--- config.mk ---
export PLATFORM = sky130hd
export DESIGN_NAME = rps_arena
export DESIGN_NICKNAME = d
export VERILOG_FILES = /design/src/rtl/rps_pkg.sv /design/src/rtl/rps_round_eval.sv /design/src/rtl/rps_arena.sv
export SDC_FILE = /design/constraint.sdc
export NUM_CORES = 1
export LEC_CHECK = 0
export ABC_AREA = 1
export BUFFER_PORTS_ARGS = -buffer_cell sky130_fd_sc_hd__buf_2
export CORE_MARGIN = 2
export CORE_UTILIZATION = 45
export DETAILED_ROUTE_END_ITERATION = 12
export HOLD_SLACK_MARGIN = 0.02
export PLACE_DENSITY_LB_ADDON = 0.05
export REMOVE_ABC_BUFFERS = 1
export SLEW_MARGIN = 40
export SYNTH_ARGS = -nofsm -noshare
export SYNTH_HDL_FRONTEND = slang
export SYNTH_SLANG_ARGS = --single-unit
export TNS_END_PERCENT = 10
--- constraint.sdc ---
create_clock -name clk -period 4.3 [get_ports clk]
set_input_delay 0.645 -clock clk [delete_from_list [all_inputs] [get_ports clk]]
set_output_delay 0.645 -clock clk [all_outputs]
set_load 0.05 [all_outputs]
--- src/rtl/rps_pkg.sv ---
// Shared types and move-comparison helpers for the rock-paper-scissors arena.
package rps_pkg;

    typedef enum logic [2:0] {
        R = 3'b100,
        P = 3'b010,
        S = 3'b001
    } move_t;

    typedef enum logic [1:0] {
        COLLECT,
        EVAL,
        DONE
    } state_t;

    function automatic logic is_valid(logic [2:0] m);
        return (m == 3'b100) || (m == 3'b010) || (m == 3'b001);
    endfunction

    // Invalid moves beat nobody and lose to every valid move.
    function automatic logic beats(move_t a, move_t b);
        if (!is_valid(a)) return 1'b0;
        if (!is_valid(b)) return 1'b1;
        return (a == R && b == S) || (a == S && b == P) || (a == P && b == R);
    endfunction

endpackage

--- src/rtl/rps_round_eval.sv ---
// Combinational pairwise evaluator: wins[i] counts opponents that player i beats.
module rps_round_eval
    import rps_pkg::*;
#(
    parameter int NUM_PLAYERS = 2,
    parameter int W_W         = $clog2(NUM_PLAYERS)
) (
    input  logic [NUM_PLAYERS-1:0][2:0]     moves,
    output logic [NUM_PLAYERS-1:0][W_W-1:0] wins
);

    always_comb begin
        wins = '0;
        for (int i = 0; i < NUM_PLAYERS; i++) begin
            for (int j = 0; j < NUM_PLAYERS; j++) begin
                if (j != i && beats(move_t'(moves[i]), move_t'(moves[j])))
                    wins[i] = wins[i] + W_W'(1);
            end
        end
    end

endmodule

--- src/rtl/rps_arena.sv ---
// Multi-player rock-paper-scissors arena: move collection, round scoring,
// saturating score accumulation and optional fixed-length matches.
module rps_arena
    import rps_pkg::*;
#(
    parameter int NUM_PLAYERS  = 2,
    parameter int SCORE_W      = 32,
    parameter int MATCH_ROUNDS = 0
) (
    input  logic                             clk,
    input  logic                             rst,
    input  logic [3*NUM_PLAYERS-1:0]         move,
    input  logic [NUM_PLAYERS-1:0]           go,
    output logic                             busy,
    output logic [SCORE_W*NUM_PLAYERS-1:0]   score,
    output logic                             round_done,
    output logic [15:0]                      round_cnt,
    output logic                             match_done,
    output logic [$clog2(NUM_PLAYERS)-1:0]   winner,
    output logic                             tie
);

    localparam int W_W   = $clog2(NUM_PLAYERS);
    localparam int SUM_W = ((SCORE_W > W_W) ? SCORE_W : W_W) + 1;

    state_t                              state, state_nxt;
    logic [NUM_PLAYERS-1:0]              latched;
    logic [NUM_PLAYERS-1:0][2:0]         mv_in, mv_q;
    logic [NUM_PLAYERS-1:0][SCORE_W-1:0] score_q, score_nxt;
    logic [NUM_PLAYERS-1:0][W_W-1:0]     wins;
    logic [SUM_W-1:0]                    sum;
    logic [15:0]                         cnt_nxt;
    logic [W_W-1:0]                      best_idx;
    logic [W_W:0]                        eq_cnt;
    logic                                tie_c;

    assign mv_in = move;
    assign score = score_q;

    rps_round_eval #(
        .NUM_PLAYERS (NUM_PLAYERS),
        .W_W         (W_W)
    ) u_eval (
        .moves (mv_q),
        .wins  (wins)
    );

    // Widen before adding so a carry out of SCORE_W bits can be detected and clamped.
    always_comb begin
        sum       = '0;
        score_nxt = score_q;
        for (int i = 0; i < NUM_PLAYERS; i++) begin
            sum = SUM_W'(score_q[i]) + SUM_W'(wins[i]);
            score_nxt[i] = (sum[SUM_W-1:SCORE_W] != '0) ? {SCORE_W{1'b1}} : sum[SCORE_W-1:0];
        end
    end

    assign cnt_nxt = (round_cnt == 16'hFFFF) ? round_cnt : round_cnt + 16'd1;

    // Winner is judged on the post-update scores so it lines up with match_done.
    always_comb begin
        best_idx = '0;
        eq_cnt   = '0;
        for (int i = 1; i < NUM_PLAYERS; i++) begin
            if (score_nxt[i] > score_nxt[best_idx])
                best_idx = W_W'(i);
        end
        for (int i = 0; i < NUM_PLAYERS; i++) begin
            if (score_nxt[i] == score_nxt[best_idx])
                eq_cnt = eq_cnt + (W_W+1)'(1);
        end
        tie_c = (eq_cnt > (W_W+1)'(1));
    end

    always_ff @(posedge clk or posedge rst) begin
        if (rst) state <= COLLECT;
        else     state <= state_nxt;
    end

    always_comb begin
        state_nxt = state;
        case (state)
            COLLECT: if (&(latched | go)) state_nxt = EVAL;
            EVAL:    state_nxt = (MATCH_ROUNDS != 0 && cnt_nxt == 16'(MATCH_ROUNDS)) ? DONE : COLLECT;
            DONE:    state_nxt = COLLECT;
            default: state_nxt = COLLECT;
        endcase
    end

    always_ff @(posedge clk or posedge rst) begin
        if (rst) begin
            latched    <= '0;
            mv_q       <= '0;
            score_q    <= '0;
            round_cnt  <= '0;
            busy       <= 1'b0;
            round_done <= 1'b0;
            match_done <= 1'b0;
            winner     <= '0;
            tie        <= 1'b0;
        end else begin
            round_done <= 1'b0;
            match_done <= 1'b0;
            busy       <= (state_nxt != COLLECT);
            case (state)
                COLLECT: begin
                    // First move wins; repeated go from a latched player is ignored.
                    for (int i = 0; i < NUM_PLAYERS; i++) begin
                        if (go[i] && !latched[i]) mv_q[i] <= mv_in[i];
                    end
                    latched <= latched | go;
                end
                EVAL: begin
                    score_q    <= score_nxt;
                    latched    <= '0;
                    round_cnt  <= cnt_nxt;
                    round_done <= 1'b1;
                    if (state_nxt == DONE) begin
                        match_done <= 1'b1;
                        winner     <= best_idx;
                        tie        <= tie_c;
                    end
                end
                DONE: begin
                    score_q   <= '0;
                    round_cnt <= '0;
                end
                default: ;
            endcase
        end
    end

endmodule

# --- Yosys cells after proc, flatten, opt, wreduce, memory -nomap -nowiden ---
# Index checks and enable logic that the tools add are counted.
classes:
  n_addsub: 4
  magnitude_cmp: 3
  eq_ne: 13
  mux: 30
  n_bitwise: 1
  n_reduce_logical: 27
ops:
  columns: ["cell", "n"]
  rows:
  - ["32-bit 2-to-1 mux", 4]
  - ["64-bit case mux with 2 select lines", 1]
  - ["32-bit by 1-bit adder with 33-bit output", 2]
  - ["32-bit equality test", 2]
  - ["32-bit > comparator", 1]
  - ["16-bit case mux with 2 select lines", 1]
  - ["1-bit 2-to-1 mux", 19]
  - ["16-bit by 1-bit adder with 16-bit output (second input constant)", 1]
  - ["16-bit equality test (second input constant)", 1]
  - ["16-bit 2-to-1 mux", 1]
  - ["2-bit AND reduction", 5]
  - ["1-bit logical AND", 8]
  - ["1-bit logical OR", 8]
  - ["3-bit by 1-bit equality test with 1-bit output (second input constant)", 2]
  - ["3-bit by 2-bit equality test with 1-bit output (second input constant)", 2]
  - ["3-bit equality test (second input constant)", 2]
  - ["2-bit 2-to-1 mux", 3]
  - ["2-bit nonzero test", 3]
  - ["2-bit equality test (second input constant)", 2]
  - ["2-bit case mux with 2 select lines", 1]
  - ["2-bit by 1-bit adder with 2-bit output (second input constant)", 1]
  - ["2-bit by 1-bit equality test with 1-bit output (second input constant)", 1]
  - ["2-bit by 1-bit > comparator with 1-bit output (second input constant)", 1]
  - ["1-bit zero test", 2]
  - ["other kinds (4)", 4]
word_totals:
  reg_bits: 95
  input_bits: 10
  output_inout_bits: 85
  word_cells: 90

# --- Logic depth before layout (Yosys ltp) ---
depth:
  depth_word: 19
  depth_mapped: 41
  depth_no_buf: 39

# --- By module ---
# Synthesis repeated with hierarchy kept, for this count alone.
hier_totals:
  hier_cells: 1258
  area_unflattened_um2: 8061.5
by_module_without_submodules:
  columns: ["mod", "instances", "cells_per_inst", "area_each_um2"]
  rows:
  - ["rps_arena", 1, 1222, 7907.6]
  - ["rps_round_eval", 1, 36, 153.9]

# --- Least setup slack after synthesis ---
# Ideal clock, no wire load.
synth_timing:
  kind: "flip-flop to flip-flop"
  start: "reg mv_q[2] (netlist bit)"
  end: "reg tie"
  t_arrival_ns: 4.076
  required_time_ns: 4.234
  slack_ns: 0.158
  stages_incl_launch_ff: 37
  n_path_buf: 3
  period_less_slack_ns: 4.142
  path_cell_list: "dfrtp_1 > nor3_1 > nor3_1 > a211oi_1 > nor2_1 > ha_1 > ha_1 > nand2_1 > nor2_2 > nand3_2 > inv_2 > nand3_2 > inv_2 > buf_4 > nor2_1 > inv_1 > ha_1 > nand2_1 > nor2_1 > nand2_1 > inv_1 > nand2_1 > nand2_1 > nand2_1 > nand2_1 > nand2_1 > buf_2 > buf_2 > nand3_1 > nand2_1 > nor2_1 > nand2_1 > nor2_1 > nand3_1 > nor2_1 > nand2_1 > nand2_1"
synth_between:
  elab_chain_len: 19
synth_lines:
  columns: ["element", "line", "source"]
  rows:
  - ["start, declared", "rps_arena.sv:28", "logic [NUM_PLAYERS-1:0][2:0] mv_in, mv_q;"]
  - ["start signal, assigned by index", "rps_arena.sv:109", "if (go[i] && !latched[i]) mv_q[i] <= mv_in[i];"]
  - ["3-bit equality test or 3-bit by 2-bit equality test with 1-bit output (tied branches)", null, null]
  - ["1-bit logical OR", null, null]
  - ["1-bit logical OR", "rps_pkg.sv:17", "return (m == 3'b100) || (m == 3'b010) || (m == 3'b001);"]
  - ["1-bit 2-to-1 mux (2 in a row)", "rps_pkg.sv:23", "if (!is_valid(b)) return 1'b1;"]
  - ["1-bit 2-to-1 mux", "rps_pkg.sv:24", "return (a == R && b == S) || (a == S && b == P) || (a == P && b == R);"]
  - ["1-bit 2-to-1 mux", "rps_pkg.sv:23", null]
  - ["1-bit 2-to-1 mux", "rps_round_eval.sv:16", "if (j != i && beats(move_t'(moves[i]), move_t'(moves[j])))"]
  - ["32-bit by 1-bit adder with 33-bit output", "rps_arena.sv:53", "sum = SUM_W'(score_q[i]) + SUM_W'(wins[i]);"]
  - ["32-bit 2-to-1 mux", "rps_arena.sv:54", "score_nxt[i] = (sum[SUM_W-1:SCORE_W] != '0) ? {SCORE_W{1'b1}} : sum[SCORE_W-1:0];"]
  - ["32-bit > comparator", "rps_arena.sv:65", "if (score_nxt[i] > score_nxt[best_idx])"]
  - ["1-bit 2-to-1 mux", "rps_arena.sv:65", null]
  - ["32-bit 2-to-1 mux (not written as such) (2 in a row)", "rps_arena.sv:69", "if (score_nxt[i] == score_nxt[best_idx])"]
  - ["32-bit equality test", "rps_arena.sv:69", null]
  - ["1-bit 2-to-1 mux", "rps_arena.sv:69", null]
  - ["2-bit by 1-bit adder with 2-bit output", "rps_arena.sv:70", "eq_cnt = eq_cnt + (W_W+1)'(1);"]
  - ["2-bit 2-to-1 mux *", "rps_arena.sv:69", null]
  - ["2-bit by 1-bit > comparator with 1-bit output *", "rps_arena.sv:72", "tie_c = (eq_cnt > (W_W+1)'(1));"]
  - ["end signal, assigned", "rps_arena.sv:121", "tie <= tie_c;"]
  - ["end, declared", "rps_arena.sv:20", "output logic tie"]
# Mark *: on every way between the ends. The rest lies on a longest branch, timed or not. The select of a mux whose other input is x is not followed.
# A chain may end at the register's enable or synchronous reset.

# --- Worst setup path after layout ---
layout_timing:
  start: "reg mv_q[3] (netlist bit)"
  end: "reg tie"
layout_between:
  elab_chain_len: 19
layout_lines:
  columns: ["element", "line"]
  rows:
  - ["3-bit equality test or 3-bit by 2-bit equality test with 1-bit output (tied branches)", "rps_pkg.sv:17, rps_pkg.sv:24"]
  - ["1-bit logical OR (2 in a row)", null]
  - ["1-bit 2-to-1 mux (2 in a row)", "rps_pkg.sv:23"]
  - ["1-bit 2-to-1 mux", "rps_pkg.sv:24"]
  - ["1-bit 2-to-1 mux", "rps_pkg.sv:23"]
  - ["1-bit 2-to-1 mux", "rps_round_eval.sv:16"]
  - ["32-bit by 1-bit adder with 33-bit output", "rps_arena.sv:53"]
  - ["32-bit 2-to-1 mux", "rps_arena.sv:54"]
  - ["32-bit > comparator", "rps_arena.sv:65"]
  - ["1-bit 2-to-1 mux", "rps_arena.sv:65"]
  - ["32-bit 2-to-1 mux (not written as such) (2 in a row)", "rps_arena.sv:69"]
  - ["32-bit equality test", "rps_arena.sv:69"]
  - ["1-bit 2-to-1 mux", "rps_arena.sv:69"]
  - ["2-bit by 1-bit adder with 2-bit output", "rps_arena.sv:70"]
  - ["2-bit 2-to-1 mux *", "rps_arena.sv:69"]
  - ["2-bit by 1-bit > comparator with 1-bit output *", "rps_arena.sv:72"]
# Marks and branches as above.

==> qor.yml <==
status: "finished, violations left"
violations: "negative setup slack"
initial_core_util_pct: 46.3
die-area_um2: 19000
clkTransAtPathRegs_ns: 0.08
nFillCells: 1676
grt_overflow: 0
syn-instance-count: 1237
htree_levels: 3
cts_tree: "built"
num_rows: 48
core_area_um2: 17400
ys_seq_area_share_pct: 29.5
setup_violations: 1
r2r_start: "mv_q[3]$_DFFE_PP0P_"
io_pins: 95
critPathMaxFanout: 15
clock-root-buffer: "clkbuf_16"
most-common-layout-cells: "280 x nand2_1, 166 x buf_4, 159 x inv_1"
ant_nets: 0
worst_setup_path_start_kind: "flip-flop"
drc_errors: 0
slowest_delay_ns: 0.45
grt_pass1_vias: 8505
syn_to_final_growth_pct: 35.9
clk_latency_ns: 0.37
irDropWorstVdd_mv: 1.22
grt_antenna_before_repair: 1
end_kind: "flip-flop"
die_h_um: 138
numCtsBuffers: 9
synth_area_per_cell_um2: 6.52
fin_tns_setup_ns: -0.386
clock.fmax_mhz: 213
drv_cap: 0
period_minus_slack_ns: 4.69
grt_pass1_wl_mm: 45.9
critPathKind: "reg2reg"
track_usage_pct: 32.0
clockBufferDepth: 2
wl_mm: 31.0
worst_slack_ns: -0.386
io_buffers: 94
vias_per_cell: 5.46
slew_viol_final: 0
drt_iter0_drc: 924
yosys_register_bits: 95
dp_slack_ns: -0.535
dr.pass1.iters: 6
dp.cells: 1687
r2r_setup_slack_ns: -0.39
fin_crit_sh_pct: 109
worstPathArrival_ns: 4.99
fin_skew_ns: 0.0104
rsz0062_at_grt: "true"
layout_commonest_cell: "nand2_1"
drive_gt1_share_pct: 29.3
leakage_uw: 0.00571
ys.warnings.count: 0
die_w_um: 138
path_common_cell: "nand2_1"
clock_sinks: 95
final_cells: 1727
wl_per_cell_um: 17.9
dp_hpwl_mm: 22.8
finalWeightedCongestion: 0.994
timing.rr.end: "tie$_DFFE_PP0P_"
vias: 9428
finalHoldViolCount: 0
yosysUniqueCellTypes: 39
grt_max_degree: 72
worst_ep_required_time_ns: 4.61
syn_area_um2: 8070
timing.hold.ws_ns: 0.392
hp-class: "in2async"
tightest_slew_ns: 0.783
relSlewSlack_pct: 47.8
slowest_stage: "dfrtp_2"
worst_r2r_path_depth: 34
power_density_nw_per_um2: 685
nets: 1546
[area by class of cell]
class	instances	area [um^2]	area share, %
Antenna cell	1	2.50	0.0228
Clock buffer	9	225	2.05
Clock inverter	7	78.8	0.719
Inverter	192	751	6.85
Multi-Input combinational cell	918	5170	47.1
Sequential cell	95	2380	21.7
Tap cell	225	282	2.57
Timing Repair Buffer	280	2080	19.0
[cell families after synthesis]
| group | count (synthesis) | synth area share [%] |
|---|---|---|
| compound gates | 120 | 8.70 |
| fa+ha+maj | 40 | 6.20 |
| simple gates | 727 | 41.3 |
| xor+xnor | 30 | 3.26 |
| flops | 95 | 29.5 |
| buf+inv | 224 | 10.9 |
| mux | 1 | 0.140 |
[worst max-delay path: cells and delay by family, from the launching register on]
family,cells,cell delay (ns)
compound gates,1,0.07
fa+ha+maj,3,0.63
buf+inv,6,0.69
flops,1,0.45
simple gates,24,2.76
[worst max-delay path by stage]
stage,start,to,slack [ns],cells after the start
floorplan,mv_q[3]$_DFFE_PP0P_,tie$_DFFE_PP0P_,-1.83,34
global placement,mv_q[3]$_DFFE_PP0P_,tie$_DFFE_PP0P_,-0.54,36
detailed placement,mv_q[2]$_DFFE_PP0P_,tie$_DFFE_PP0P_,-0.54,36
CTS,mv_q[2]$_DFFE_PP0P_,tie$_DFFE_PP0P_,-0.25,39
global route,mv_q[4]$_DFFE_PP0P_,tie$_DFFE_PP0P_,-0.64,36
finish,mv_q[3]$_DFFE_PP0P_,tie$_DFFE_PP0P_,-0.39,34
[metrics by stage]
step / power [uW] / utilization (%) / area [um^2]
2_1_floorplan: 2830 / - / 7920
3_3_place_gp: 4670 / 57.1 / 9940
3_5_place_dp: 4670 / 57.1 / 9950
4_1_cts: 5850 / 59.9 / 10400
5_1_grt: 7800 / 63.0 / 11000
6_report: 7510 / 63.0 / 11000
[sequential cells by signal, summed over array words and instances (netlist names)]
signal      cells
latched         2
state           2
tie             1
round_cnt      16
match_done      1
round_done      1
winner          1
mv_q            6
busy            1
score          64
[layer usage]
| metal | routed length, um | part of all wire [%] | global-route usage [%] | vias to the layer above |
|---|---|---|---|---|
| met2 | 14200 | 46 | 50.1 | 394 |
| met1 | 13400 | 43 | 44.8 | 4381 |
| met3 | 2230 | 7.2 | 4.02 | 70 |
| li1 | - | - | - | 4583 |
| met4 | 1140 | 3.7 | 12.6 | 0 |
| met5 | 0 | 0 | 0 | - |
[Yosys cell counts (all sizes together)]
cell type	n	area, um^2
dfrtp	95	2380
nand4	42	263
xor2	29	254
and3	1	6.26
a21o	1	7.51
nand2	301	1170
clkinv	2	20.0
mux2	1	11.3
nor3	27	145
nand3	161	921
nand3b	1	7.51
a211oi	4	30.0
nor2	191	806
ha	40	500
o22ai	65	407
buf	10	65.1
inv	190	713
a21oi	30	150
xnor2	1	8.76
nor3b	1	7.51
o21a	1	7.51
nor4	2	12.5
clkbuf	22	82.6
o21ai	18	93.8
a31oi	1	6.26
[power breakdown]
group          switching [uW]  total, uW  internal, uW
Clock                     429        841           412
Combinational            3320       5540          2210
Sequential                128       1130          1000
[timing repair]
action | 4_1_cts | 5_1_grt
endpoints found under the hold margin | 0 | 0
pin swaps | 6 | 57
gates resized for setup | 34 | 83
setup buffers | 5 | 11
gates cloned | 1 | 6
setup endpoints to repair | 2 | 2
hold buffers | 0 | 0
(Power assumes the default switching activity.)
